<file path="src/rtl/dataout_uart_tx.sv">
// rtl/dataout_uart_tx.sv - streams each new CPU debug byte off-chip as a UART frame
// Define DATAOUT_TX_PARITY_EN to add an even-parity bit (8E1); default framing is 8N1.
module dataout_uart_tx #(
  parameter int CLKS_PER_BIT = 868,
  parameter int FIFO_DEPTH   = 4
) (
  input  logic                             clk_i,
  input  logic                             rst_i,
  input  logic [7:0]                       data_out_i,
  output logic                             tx_o,
  output logic                             busy_o,
  output logic                             overflow_o,
  output logic [$clog2(FIFO_DEPTH+1)-1:0]  fifo_count_o
);

  localparam int CW = $clog2(FIFO_DEPTH + 1);
  localparam int PW = $clog2(FIFO_DEPTH);
  localparam int TW = $clog2(CLKS_PER_BIT);
  localparam logic [TW-1:0] TIMER_LAST = TW'(CLKS_PER_BIT - 1);

  typedef enum logic [2:0] {S_IDLE, S_START, S_DATA, S_PARITY, S_STOP} state_t;

  state_t        state_q, state_d;
  logic [TW-1:0] timer_q, timer_d;
  logic [2:0]    bit_idx_q, bit_idx_d;
  logic [7:0]    shift_q, shift_d;
  logic          tx_d;
  logic          tx_q, busy_q;
`ifdef DATAOUT_TX_PARITY_EN
  logic          parity_q, parity_d;
`endif

  logic [7:0]    mem_q [FIFO_DEPTH];
  logic [PW-1:0] wr_ptr_q, rd_ptr_q;
  logic [CW-1:0] count_q;
  logic [7:0]    last_q;
  logic          overflow_q;
  logic          push, pop, full, empty, accept;

  assign full   = (count_q == CW'(FIFO_DEPTH));
  assign empty  = (count_q == '0);
  assign push   = (data_out_i != last_q);
  // A pop in the same cycle frees the slot, so a push into a full FIFO still lands.
  assign accept = push && (!full || pop);

  always_comb begin
    state_d   = state_q;
    timer_d   = timer_q + 1'b1;
    bit_idx_d = bit_idx_q;
    shift_d   = shift_q;
    pop       = 1'b0;
    tx_d      = 1'b1;
`ifdef DATAOUT_TX_PARITY_EN
    parity_d  = parity_q;
`endif
    case (state_q)
      S_IDLE: begin
        timer_d = '0;
        if (!empty) begin
          pop     = 1'b1;
          state_d = S_START;
        end
      end
      S_START: begin
        if (timer_q == TIMER_LAST) begin
          timer_d   = '0;
          bit_idx_d = '0;
          state_d   = S_DATA;
        end
      end
      S_DATA: begin
        if (timer_q == TIMER_LAST) begin
          timer_d = '0;
          if (bit_idx_q == 3'd7) begin
`ifdef DATAOUT_TX_PARITY_EN
            state_d = S_PARITY;
`else
            state_d = S_STOP;
`endif
          end else begin
            bit_idx_d = bit_idx_q + 1'b1;
            shift_d   = shift_q >> 1;
          end
        end
      end
`ifdef DATAOUT_TX_PARITY_EN
      S_PARITY: begin
        if (timer_q == TIMER_LAST) begin
          timer_d = '0;
          state_d = S_STOP;
        end
      end
`endif
      S_STOP: begin
        if (timer_q == TIMER_LAST) begin
          timer_d = '0;
          if (!empty) begin
            pop     = 1'b1;
            state_d = S_START;
          end else begin
            state_d = S_IDLE;
          end
        end
      end
      default: begin
        timer_d = '0;
        state_d = S_IDLE;
      end
    endcase

    if (pop) begin
      shift_d  = mem_q[rd_ptr_q];
`ifdef DATAOUT_TX_PARITY_EN
      parity_d = ^mem_q[rd_ptr_q];
`endif
    end

    // Line level is derived from the next state so tx_o is registered with no extra lag.
    case (state_d)
      S_START:  tx_d = 1'b0;
      S_DATA:   tx_d = shift_d[0];
`ifdef DATAOUT_TX_PARITY_EN
      S_PARITY: tx_d = parity_d;
`endif
      default:  tx_d = 1'b1;
    endcase
  end

  always_ff @(posedge clk_i) begin
    if (rst_i) begin
      state_q    <= S_IDLE;
      timer_q    <= '0;
      bit_idx_q  <= '0;
      shift_q    <= '0;
      tx_q       <= 1'b1;
      busy_q     <= 1'b0;
      wr_ptr_q   <= '0;
      rd_ptr_q   <= '0;
      count_q    <= '0;
      last_q     <= '0;
      overflow_q <= 1'b0;
`ifdef DATAOUT_TX_PARITY_EN
      parity_q   <= 1'b0;
`endif
    end else begin
      state_q   <= state_d;
      timer_q   <= timer_d;
      bit_idx_q <= bit_idx_d;
      shift_q   <= shift_d;
      tx_q      <= tx_d;
      busy_q    <= (state_d != S_IDLE);
`ifdef DATAOUT_TX_PARITY_EN
      parity_q  <= parity_d;
`endif
      if (push)
        last_q <= data_out_i;
      if (push && full && !pop)
        overflow_q <= 1'b1;
      if (accept)
        wr_ptr_q <= wr_ptr_q + 1'b1;
      if (pop)
        rd_ptr_q <= rd_ptr_q + 1'b1;
      count_q <= count_q + CW'(accept) - CW'(pop);
    end
  end

  always_ff @(posedge clk_i) begin
    if (!rst_i && accept)
      mem_q[wr_ptr_q] <= data_out_i;
  end

  assign tx_o         = tx_q;
  assign busy_o       = busy_q;
  assign overflow_o   = overflow_q;
  assign fifo_count_o = count_q;

endmodule

</file>
<file path="config.mk">
export PLATFORM = sky130hd
export DESIGN_NAME = dataout_uart_tx
export DESIGN_NICKNAME = d
export VERILOG_FILES = /design/src/rtl/dataout_uart_tx.sv
export SDC_FILE = /design/constraint.sdc
export NUM_CORES = 1
export LEC_CHECK = 0
export CAP_MARGIN = 20
export CORE_MARGIN = 2
export CORE_UTILIZATION = 28
export CTS_BUF_LIST = sky130_fd_sc_hd__clkbuf_4
export DETAILED_ROUTE_END_ITERATION = 10
export GPL_TIMING_DRIVEN = 0
export PLACE_DENSITY = 0.45
export SLEW_MARGIN = 40
export SYNTH_ARGS = -nofsm -noshare
export SYNTH_HDL_FRONTEND = slang
export SYNTH_SLANG_ARGS = --single-unit
export TNS_END_PERCENT = 20
</file>
<file path="constraint.sdc">
create_clock -name clk_i -period 3.1 [get_ports clk_i]
set_input_delay 0.465 -clock clk_i [delete_from_list [all_inputs] [get_ports clk_i]]
set_output_delay 0.465 -clock clk_i [all_outputs]
set_load 0.005 [all_outputs]
</file>
======== Yosys cells after proc, flatten, opt, wreduce, memory -nomap -nowiden ========
Memory sizes are Yosys's and may differ from the RTL's. A register that Yosys moved wholly into a read port is not among the register bits.
Cells that the tools add are included.
word-level totals
  memories ................................ 1
  flip-flop bits (word level) ............. 42
  input port bits ......................... 10
  bits in writable memories ............... 32
  output and inout port bits .............. 6
  logic and storage cells ................. 74
  latch bits .............................. 0
  memory bits (read-only) ................. 0
memories
  name   words  bits a word  read ports  clocked after memory_dff  wr ports  line  source
  mem_q  4      8            1           1                         1         33    logic [7:0] mem_q [FIFO_DEPTH];
cells by class
  order comparisons ....................... 0
  equal/unequal tests ..................... 13
  multiply operators ...................... 0
  bitwise gates (word level) .............. 1
  muxes and demuxes ....................... 23
  shifts and indexed selects .............. 0
  reduce and logical (&&, ||, !) cells .... 18
  div/mod/pow operators ................... 0
  add/subtract/negate cells ............... 6
operators with widths
  cell                                           count
  two-way mux 8 bit                              4
  two-way mux 3 bit                              8
  one-hot mux 3 bit (4 select lines)             1
  adder 10 x 1 -> 10 bit, second input constant  1
  == test 10 bit, second input constant          1
  == test 3 bit, second input constant           3
  != test 2 bit, second input constant           4
  != test 8 bit                                  1
  == test 3 x 1 -> 1 bit, second input constant  2
  == test 3 x 2 -> 1 bit, second input constant  2
  logical NOT 3 bit                              2
  one-hot mux 3 bit (2 select lines)             1
  nonzero test 2 bit                             3
  OR reduction 3 bit                             2
  two-way mux 1 bit                              5
  adder 2 x 1 -> 2 bit, second input constant    2
  logical AND 1 bit                              4
  two-way mux 2 bit                              2
  one-hot mux 1 bit (2 select lines)             2
  AND reduction 4 bit                            1
  adder 3 x 1 -> 3 bit                           1
  adder 3 x 1 -> 3 bit, second input constant    1
  logical NOT 1 bit                              3
  AND reduction 3 bit                            1
  4 further kinds                                4

======== Depth between registers and ports, before layout ========
Gate-level depths: netlist (run 1).
  depth after elaboration ................. 9
  gate-level depth with buffers ........... 13
  depth with buffers taken out ............ 12

======== Worst setup path after synthesis (run 1) ========
OpenSTA, ideal clock, no wires.
  path kind ............................... reg-to-reg
  start ................................... register timer_q[0]
  end ..................................... register count_q[2] (netlist: fifo_count_o[2])
  setup slack ............................. 298 ps
  arrival time ............................ 2674 ps
  clock period less this slack ............ 2802 ps
  library setup time ...................... 128 ps
  required time ........................... 2972 ps
  stages on the path, launching flop included .. 13
  path buffers ............................ 0
  cells stage by stage .................... dfxtp_1 ha_1 and4bb_4 a31oi_4 o311ai_0 nand2_1 ha_1 inv_1 ha_1 fa_1 xnor2_1 xnor2_1 nor2_1
on the way
  longest elaborated chain between the ends .. 7
RTL lines
  what                                  line  source
  from (decl)                           24    logic [TW-1:0] timer_q, timer_d;
  from (signal assigned)                147   timer_q <= timer_d;
  == test 10 bit *                      95    if (timer_q == TIMER_LAST) begin
  two-way mux 1 bit *                   95
  one-hot mux 1 bit (2 select lines) *  56    case (state_q)
  logical OR 1 bit                      44    assign accept = push && (!full || pop);
  logical AND 1 bit                     44
  adder 3 x 1 -> 3 bit                  163   count_q <= count_q + CW'(accept) - CW'(pop);
  subtractor 3 x 1 -> 3 bit *           163
  to (signal assigned)                  163
  to (decl)                             35    logic [CW-1:0] count_q;
Mark *: on every way between the ends. The rest lies on a longest branch, timed or not.
A chain may end at the register's enable or synchronous reset.

======== Worst setup path after layout (run 1) ========
  start ................................... input data_out_i[7]
  end ..................................... register count_q[2] (netlist: fifo_count_o[2])
on the way
  longest elaborated chain between the ends .. 4
RTL lines
  what                       line  source
  from (decl)                9     input logic [7:0] data_out_i,
  != test 8 bit              42    assign push = (data_out_i != last_q);
  logical AND 1 bit          44
  adder 3 x 1 -> 3 bit       163
  subtractor 3 x 1 -> 3 bit  163
Every way passes these cells.

==> summary.md, run 1 <==
By area the synthesized netlist is led by sky130_fd_sc_hd__edfxtp_1, sky130_fd_sc_hd__dfxtp_1, sky130_fd_sc_hd__mux4_2. During placement, the flow inserted port buffers numbering 14. The tools report the critical path capture point type as a flop.

Measured against its own limit, the worst slew margin works out to 54.01%. The count of standard-cell rows was 38. The run finished with clean final reports. Summing every instance area after synthesis gives 3174 um2.

TritonCTS built the clock tree. The number of register bits inferred by synthesis was 76. The layout cell share with drive strength beyond 1 came out at 12.46%. The power density over the cells was 714.8 nW/um2. The fraction of synthesized cell area taken by the top area cell type works out to 30.27%. Sequential cells were found to cover 58.02% of the synthesized design area. Walking the worst path, the cells encountered are clkdlybuf4s50_1, xor2_1, nor4_1, nand2_1, nand2_1, ha_1, inv_1, ha_1, fa_1, xnor2_1, xnor2_1, nor2_1.

Final setup skew: 0.01547 ns. The top cell types in the final layout, fill and taps aside, are sky130_fd_sc_hd__dfxtp_1, sky130_fd_sc_hd__edfxtp_1, sky130_fd_sc_hd__nor2_1. The number of max-cap violations is 0. Critical setup path kind: in -> reg.

The largest stage delay on the critical path is 0.57 ns. The number of placed instances, taps included, is 421. The total number of yosys warnings was 0; the number of standard cells after synthesis was 267. The initial antenna violation count came out at 0.

The I/O pin count is 16. For the remaining antenna violation count after routing, the log shows 0. The total number of vias was 1978. Leaving out fill and tap cells, the most frequent cell in the layout is sky130_fd_sc_hd__dfxtp_1. Critical path's slowest cell: sky130_fd_sc_hd__nor4_1.

For the worst setup path, the data required time is 3.40 ns. In the finished design, the share of the clock period the worst path needs comes to 93.89%. Buffers inserted during clock tree synthesis total 9. For the starting DRC count in detailed routing, the log shows 56.

In the synthesized netlist the async set-or-reset flop fraction comes to 0%. The net count after synthesis is 287, and the total buffers and inverters traversed by the critical path is 2. For the routability-driven placement congestion ratio, the log shows 0.7215. Effective utilization at floorplan: 29.03%.

The horizontal extent of the die came out at 110.5 um. The via count of the first global-routing pass was 1988; the slew of the pin with the lowest slew margin was 0.6898 ns. For the area of the die, the log shows 12200 um2. In the final design database the tool counted 312 nets. Entering global routing, the biggest net connects 14 pins. Clock-pin slew was measured on the worst setup and hold paths at 0.12 ns. The cell family contributing the most delay on the critical path is simple AND/OR/NAND/NOR gates. The distinct cell type count after synthesis is 46, and the number of optimization iterations in the first detailed-route pass is 4. The leading register cell type out of synthesis is sky130_fd_sc_hd__dfxtp_1. For the final non-filler cell total, the log shows 437. The logs give 0 for the antenna diode count and 343.6 MHz for the timing-limited maximum frequency.

The HPWL after detailed placement is 4.131 mm, and the total number of H-tree levels is 3. In this run the standard cell core region covers 10940 um2. VDD sags by at most 0.0003065 V.

The time the worst path needs with I/O delays and setup was 2.911 ns. For the clock sink total, the log shows 76. In this run the worst path has a maximum fanout of 6. The logs give 5.952 mm for the total routed wirelength and 1.271 nW for the leakage dissipation. At the later pin of the worst-skew pair, clock insertion delay measures 0.42 ns. Total congestion overflow after global routing: 0. Setup repair after global routing left no endpoint under its margin. The worst hold path belongs to the class reg -> reg. The tools report the total track usage as 10.59%. The logs give 0 for the hold violation count in the final report and 0 for the count of endpoints failing setup in the final report. The global-route wire length before repair was 10.16 mm.

Data on the critical path arrives at its endpoint at 3.21 ns. The die is 110.5 um tall. The area growth from synthesis to layout is 15.18%. sky130_fd_sc_hd__edfxtp_1 takes more of the synthesized area than any other cell. After detailed routing, the average wire length per cell comes to 13.62 um. The number of remaining DRC errors was 0. Final hold analysis gives a worst-case slack of 0.4552 ns.

Dividing the synthesized area by the synthesized cell count gives 11.89 um2. Using the TritonRoute via totals, the vias-per-cell ratio works out to 4.526. The buffer cell driving the clock tree root is sky130_fd_sc_hd__clkbuf_4. The number of buffers on the longest clock path was 2.

The number of pins exceeding their max-slew limit in the final report is 0. STA classifies the critical path startpoint as an input pin. The number of flops mapped to enable cells by yosys came out at 32.
==> area by class of cell <==
type / instances / area (um2)
Inverter: 11 / 41.29
Tap cell: 140 / 175.2
Timing Repair Buffer: 14 / 140.1
Clock inverter: 5 / 62.56
Multi-Input combinational cell: 167 / 1252
Buffer: 13 / 58.81
Clock buffer: 11 / 82.58
Sequential cell: 76 / 1843
Fill cell: 1108 / 7279
==> routing by layer <==
layer	up-vias	wire length [um]	GRT usage (%)	share of wire, %
met1	944	2800	12.79	47
met3	7	222	4.281	3.7
met2	28	2848	17.10	48
li1	999	-	-	-
met5	-	0	0	0
met4	0	80	3.750	1.3
==> report_power, final <==
| part | switching [mW] | total, mW | internal [mW] |
|---|---|---|---|
| logic | 0.354 | 0.704 | 0.350 |
| clock network | 0.353 | 0.620 | 0.267 |
| registers | 0.0831 | 1.29 | 1.21 |
| total | 0.790 | 2.61 | 1.82 |
==> worst register-to-register path: cells and delay by family (launching register included) <==
kind | cells | cell delay (ns)
AND/OR/NAND/NOR | 3 | 0.84
XOR/XNOR | 2 | 0.31
flip-flops | 1 | 0.39
AO/OA/AOI/OAI | 1 | 0.12
buffers and inverters | 3 | 0.28
adder cells (fa/ha/maj) | 4 | 0.86
==> through the flow <==
stage	setup WS (ns)	setup TNS [ns]	utilization, %	total power [mW]	instance area [um2]
CTS	0.01076	0	33.24	2.654	3635
detailed placement	-0.3796	-0.6336	31.91	2.023	3490
global placement	-0.3361	-0.5477	31.91	2.019	3490
finish	0.1893	0	33.43	2.613	3656
floorplan	0.2980	0	-	1.804	3174
global route	0.01882	0	33.43	2.808	3656
==> synthesized netlist by cell type (3+ instances only) <==
cell and n:
sky130_fd_sc_hd__clkbuf_1 9, sky130_fd_sc_hd__nor3_1 6, sky130_fd_sc_hd__nand3_1 11, sky130_fd_sc_hd__dfxtp_1 44
sky130_fd_sc_hd__ha_1 9, sky130_fd_sc_hd__mux4_2 8, sky130_fd_sc_hd__xor2_1 14, sky130_fd_sc_hd__nand2_1 23
sky130_fd_sc_hd__nor4_1 3, sky130_fd_sc_hd__edfxtp_1 32, sky130_fd_sc_hd__nor2b_1 12, sky130_fd_sc_hd__a311oi_1 6
sky130_fd_sc_hd__nor2_1 24, sky130_fd_sc_hd__inv_1 10, sky130_fd_sc_hd__a21oi_1 10, sky130_fd_sc_hd__xnor2_1 6
sky130_fd_sc_hd__and2_1 6
==> state kept, by name, indices dropped and copies added (netlist names), named ones only <==
name,flops
fifo_count_o,3
tx_o,1
mem_q,32
last_q,8
shift_q,8
rd_ptr_q,2
timer_q,10
bit_idx_q,3
overflow_o,1
busy_o,1
wr_ptr_q,2
state_q,3
==> worst paths after layout <==
kind | from | endpoint | slack [ns] | cells past startpoint
min reg2reg | timer_q[0]$_SDFF_PP0_ | timer_q[0]$_SDFF_PP0_ | 0.46 | 1
max reg2reg | timer_q[1]$_SDFF_PP0_ | fifo_count_o[2]$_SDFF_PP0_ | 0.19 | 13
max | data_out_i[7] | fifo_count_o[2]$_SDFF_PP0_ | 0.19 | 12
min | timer_q[0]$_SDFF_PP0_ | timer_q[0]$_SDFF_PP0_ | 0.46 | 1
==> cells by family after synthesis <==
group / share of synthesized area [%]
multiplexers: 6.031
buffers and inverters: 3.153
AND/OR/NAND/NOR: 16.08
AO/OA/AOI/OAI: 7.016
flip-flops: 58.02
adder cells (fa/ha/maj): 4.178
XOR/XNOR: 5.518
==> what timing repair did <==
action	4_1_cts	5_1_grt
buffers inserted	0	0
setup endpoints to repair	2	1
endpoints found under the hold margin	0	0
cloned	0	0
resized for setup	1	4
hold buffers	0	0
No activity file was read; power rests on OpenSTA's default activity.
==> inputs of run 2 (changes only) <==
- CORE_ASPECT_RATIO: unset -> 1.2
- REMOVE_ABC_BUFFERS: unset -> 1
==> run 2 against run 1 <==
- via count shrank 2.0%
- worst hold slack gained 0.011 ns
- utilization shrank 0.72 points
- sequential share of layout area grew 0.61 points
- count of clock-buffer cells in the layout shrank 1
- clock power grew 10%
- worst setup slack gained 0.038 ns
- flip-flop and latch count is the same
- critical path type is now reg -> reg
- clock skew shrank 0.0036 ns
- highest routed layer unchanged
- largest power group unchanged
==> summary.md, run 2 (synthesized netlist as in run 1, its figures left out) <==
The tools report the timing-limited maximum frequency as 348.1 MHz (+1.3%). For the HPWL after detailed placement, the log shows 3.872 mm (-6.3%). Walking the worst path, the cells encountered are ha_2, and4bb_4, a31oi_4, o311ai_2, nand2_1, ha_1, inv_1, ha_1, fa_1, xnor2_1, xnor2_1, nor2_1. The via count of the first global-routing pass is 1876 (-5.6%). The total track usage is 10.41% (-0.18 points), and the area of the die is 12210 um2 (about the same). Critical path's slowest cell: sky130_fd_sc_hd__dfxtp_1.

The effective utilization at floorplan was 28.76% (-0.26 points); the via-per-instance ratio was 4.628 (+2.2%). Number of instances on the worst hold path: 1 (unchanged). The run gives 1242 um2 (-0.80%) as the area of combinational cells with multiple inputs. For the I/O pin count, the log shows 16 (unchanged). Total number of vias: 1939 (-2.0%).

The tree is rooted in a sky130_fd_sc_hd__clkbuf_4. STA classifies the critical path startpoint as a flop. The share of the clock period used by the worst path after layout was 92.67% (-1.2 points); the relative contribution of sequential cells to total power was 50.8% (+1.5 points). Fraction of power spent switching nets: 28.98% (-1.3 points).

The tools report the leakage dissipation as 1.260 nW (-0.81%). Port buffer count: 15 (+1). The end-of-flow core utilization came out at 32.71% (-0.72 points).

The hold violation count in the final report is 0 (unchanged), and the initial antenna violation count is 1 (+1). The critical path is of the reg -> reg type. Class of the tightest hold or removal check: reg -> reg. The time the worst path needs with I/O delays and setup is 2.873 ns (-0.03807 ns). The clock slew at the register clock pins of the worst setup and hold paths was 0.11 ns (about the same).

Total negative slack: 0 ns (unchanged). The power density over the cells was 729.3 nW/um2 (+2.0%). The critical path capture point type is a flop.

Relative slew slack: 55.70% (+1.7 points). The worst-case reg-to-reg path depth came out at 12 (-1). For the final critical-path setup slack, the log shows 0.2274 ns (+0.03807 ns).

The final worst hold slack was 0.4658 ns (+0.01066 ns); the clock latency reported for the late side of the worst-skew pair was 0.42 ns (about the same). The tools report the number of buffers on the longest clock path as 2 (unchanged). Setup repair after global routing left no endpoint under its margin. Compared with the post-synthesis result, the final layout area differs by 13.72%. The mean routed wirelength per cell was 13.53 um (-0.70%). Leaving out fill and tap cells, the most frequent cells in the layout are sky130_fd_sc_hd__dfxtp_1, sky130_fd_sc_hd__edfxtp_1, sky130_fd_sc_hd__nor2_1. The logs give 419 (-4.1%) for the final non-filler cell total and 2.633 mW (+0.74%) for the power after layout. The source of the worst hold timing path was timer_q[0]$_SDFF_PP0_.

The combined flip-flop and latch cell area was 1842 um2 (about the same); the layout cell share with drive strength beyond 1 was 12.24% (-0.22 points). The largest stage delay on the critical path is 0.38 ns (-0.19 ns). Critical path startpoint: timer_q[0]$_SDFF_PP0_.

The cell area after placement is 3426 um2 (-1.8%), and the maximum vdd drop is 0.0002628 V (-14%). The largest registers in the layout are mem_q (32), timer_q (10). The worst slack at placement is -0.2743 ns (+0.1053 ns). For the area of the core, the log shows 11040 um2 (+0.92%).

The logs give 0.7628 mW (-3.4%) for the net switching component of the power and 1124 (+1.4%) for the final-layout fill cell count. The final setup skew is 0.01186 ns (-0.003610 ns). The routability-driven placement congestion ratio was 0.7381 (+2.3%); the clock sink total was 76 (unchanged). The run gives 3.15 ns (-0.06 ns) as the data arrival time at the worst-slack endpoint. For the number of max-cap violations, the log shows 0 (unchanged). The flow ran to the end, and the final reports show no timing, DRC or antenna violations. The number of pins exceeding their max-slew limit in the final report came out at 0 (unchanged). The critical-path maximum fanout was 6 (unchanged). Most common library cell in the layout ignoring fill and taps: sky130_fd_sc_hd__dfxtp_1.

Counting flops per register, the top entry is mem_q. Source of the worst register-to-register timing path: timer_q[0]$_SDFF_PP0_. The internal power summed over all cells is 1.870 mW (+2.5%), and the number of remaining DRC errors is 0 (unchanged). The horizontal extent of the die was 101.2 um (-8.4%); the quantity of hold-fixing buffers added after cts was 0 (unchanged). The fraction of power consumed by combinational cells was 23.2% (-3.8 points). Grouping stages by cell kind, the critical path spends the most delay in adder cells.

The global-route wire length before repair was 9.487 mm (-6.6%). The run gives 4 (unchanged) as the number of optimization iterations in the first detailed-route pass. The tools report the number of buffers created by CTS as 9 (unchanged). The worst hold path terminates at timer_q[0]$_SDFF_PP0_. The total buffers and inverters traversed by the critical path is 1 (-1), and the slack of the worst reg-to-reg path is 0.23 ns (+0.04 ns). The net count of the finished layout is 301 (-3.5%). The total routed wirelength was 5.667 mm (-4.8%).

The tools report the final instance area as 3610 um2 (-1.3%). For the required time at the worst-slack endpoint, the log shows 3.38 ns (-0.02 ns). The run gives 3 (unchanged) as the total number of H-tree levels. The run gives 401 (-4.8%) as the cell count after placement. TritonCTS built the clock tree.

Remaining antenna violation count after routing: 0 (unchanged). The tools report the total congestion overflow after global routing as 0 (unchanged). The height of the die was 120.6 um (+9.2%); the part of the power in the clock network was 26.0% (+2.3 points). Starting DRC count in detailed routing: 61 (+8.9%).

For the count of standard-cell rows, the log shows 42 (+11%). The tools report the pin count of the biggest net entering global routing as 35 (+21). The slew of the pin with the lowest slew margin was 0.6645 ns (-0.02533 ns).

The destination of the worst register-to-register timing path is fifo_count_o[2]$_SDFF_PP0_. The flip-flop count of the largest register after layout is 32 (unchanged), and the count of endpoints failing setup in the final report is 0 (unchanged).
run 2: how the worst max path moves through the flow:
stage               depth (start not counted)                    endpoint  slack, ns
floorplan                                  12  fifo_count_o[2]$_SDFF_PP0_       0.31
global placement                           12  fifo_count_o[2]$_SDFF_PP0_      -0.27
detailed placement                         12  fifo_count_o[2]$_SDFF_PP0_      -0.27
CTS                                        12  fifo_count_o[2]$_SDFF_PP0_       0.03
global route                               12  fifo_count_o[2]$_SDFF_PP0_       0.02
finish                                     12  fifo_count_o[2]$_SDFF_PP0_       0.23
run 2: final cells by class:
cell class | instances | area share [%]
repair buffers | 16 | 4.229
clock inverters | 6 | 2.461
inverters | 11 | 1.144
clock buffers | 10 | 2.080
multi-input cells | 167 | 34.42
well taps | 132 | 4.575
diodes | 1 | 0.06932
flip-flops and latches | 76 | 51.02
run 2: power groups by stage:
stage	registers, mW	logic (mW)	clock network [mW]
finish	1.34	0.610	0.685
global route	1.37	0.687	0.758
CTS	1.34	0.607	0.713
detailed placement	1.36	0.603	0
global placement	1.36	0.598	0
floorplan	1.33	0.432	0
run 2: metal layers:
metal,global-route usage [%],share of wire [%]
met1,12.59,45
met2,16.64,50
met3,3.295,3.0
met4,5.068,1.9
met5,0,0
run 2: repair_timing:
| action | CTS | global route |
|---|---|---|
| setup endpoints to repair | 1 | 2 |
| pin swaps | 0 | 1 |
| gates resized for setup | 1 | 2 |
| buffers inserted | 0 | 1 |
==> inputs of run 3 (changes only) <==
- CTS_CLUSTER_SIZE: unset -> 24
==> results of run 3 <==
Same layout as run 2: the final DEF is identical, and so are final timing and power.
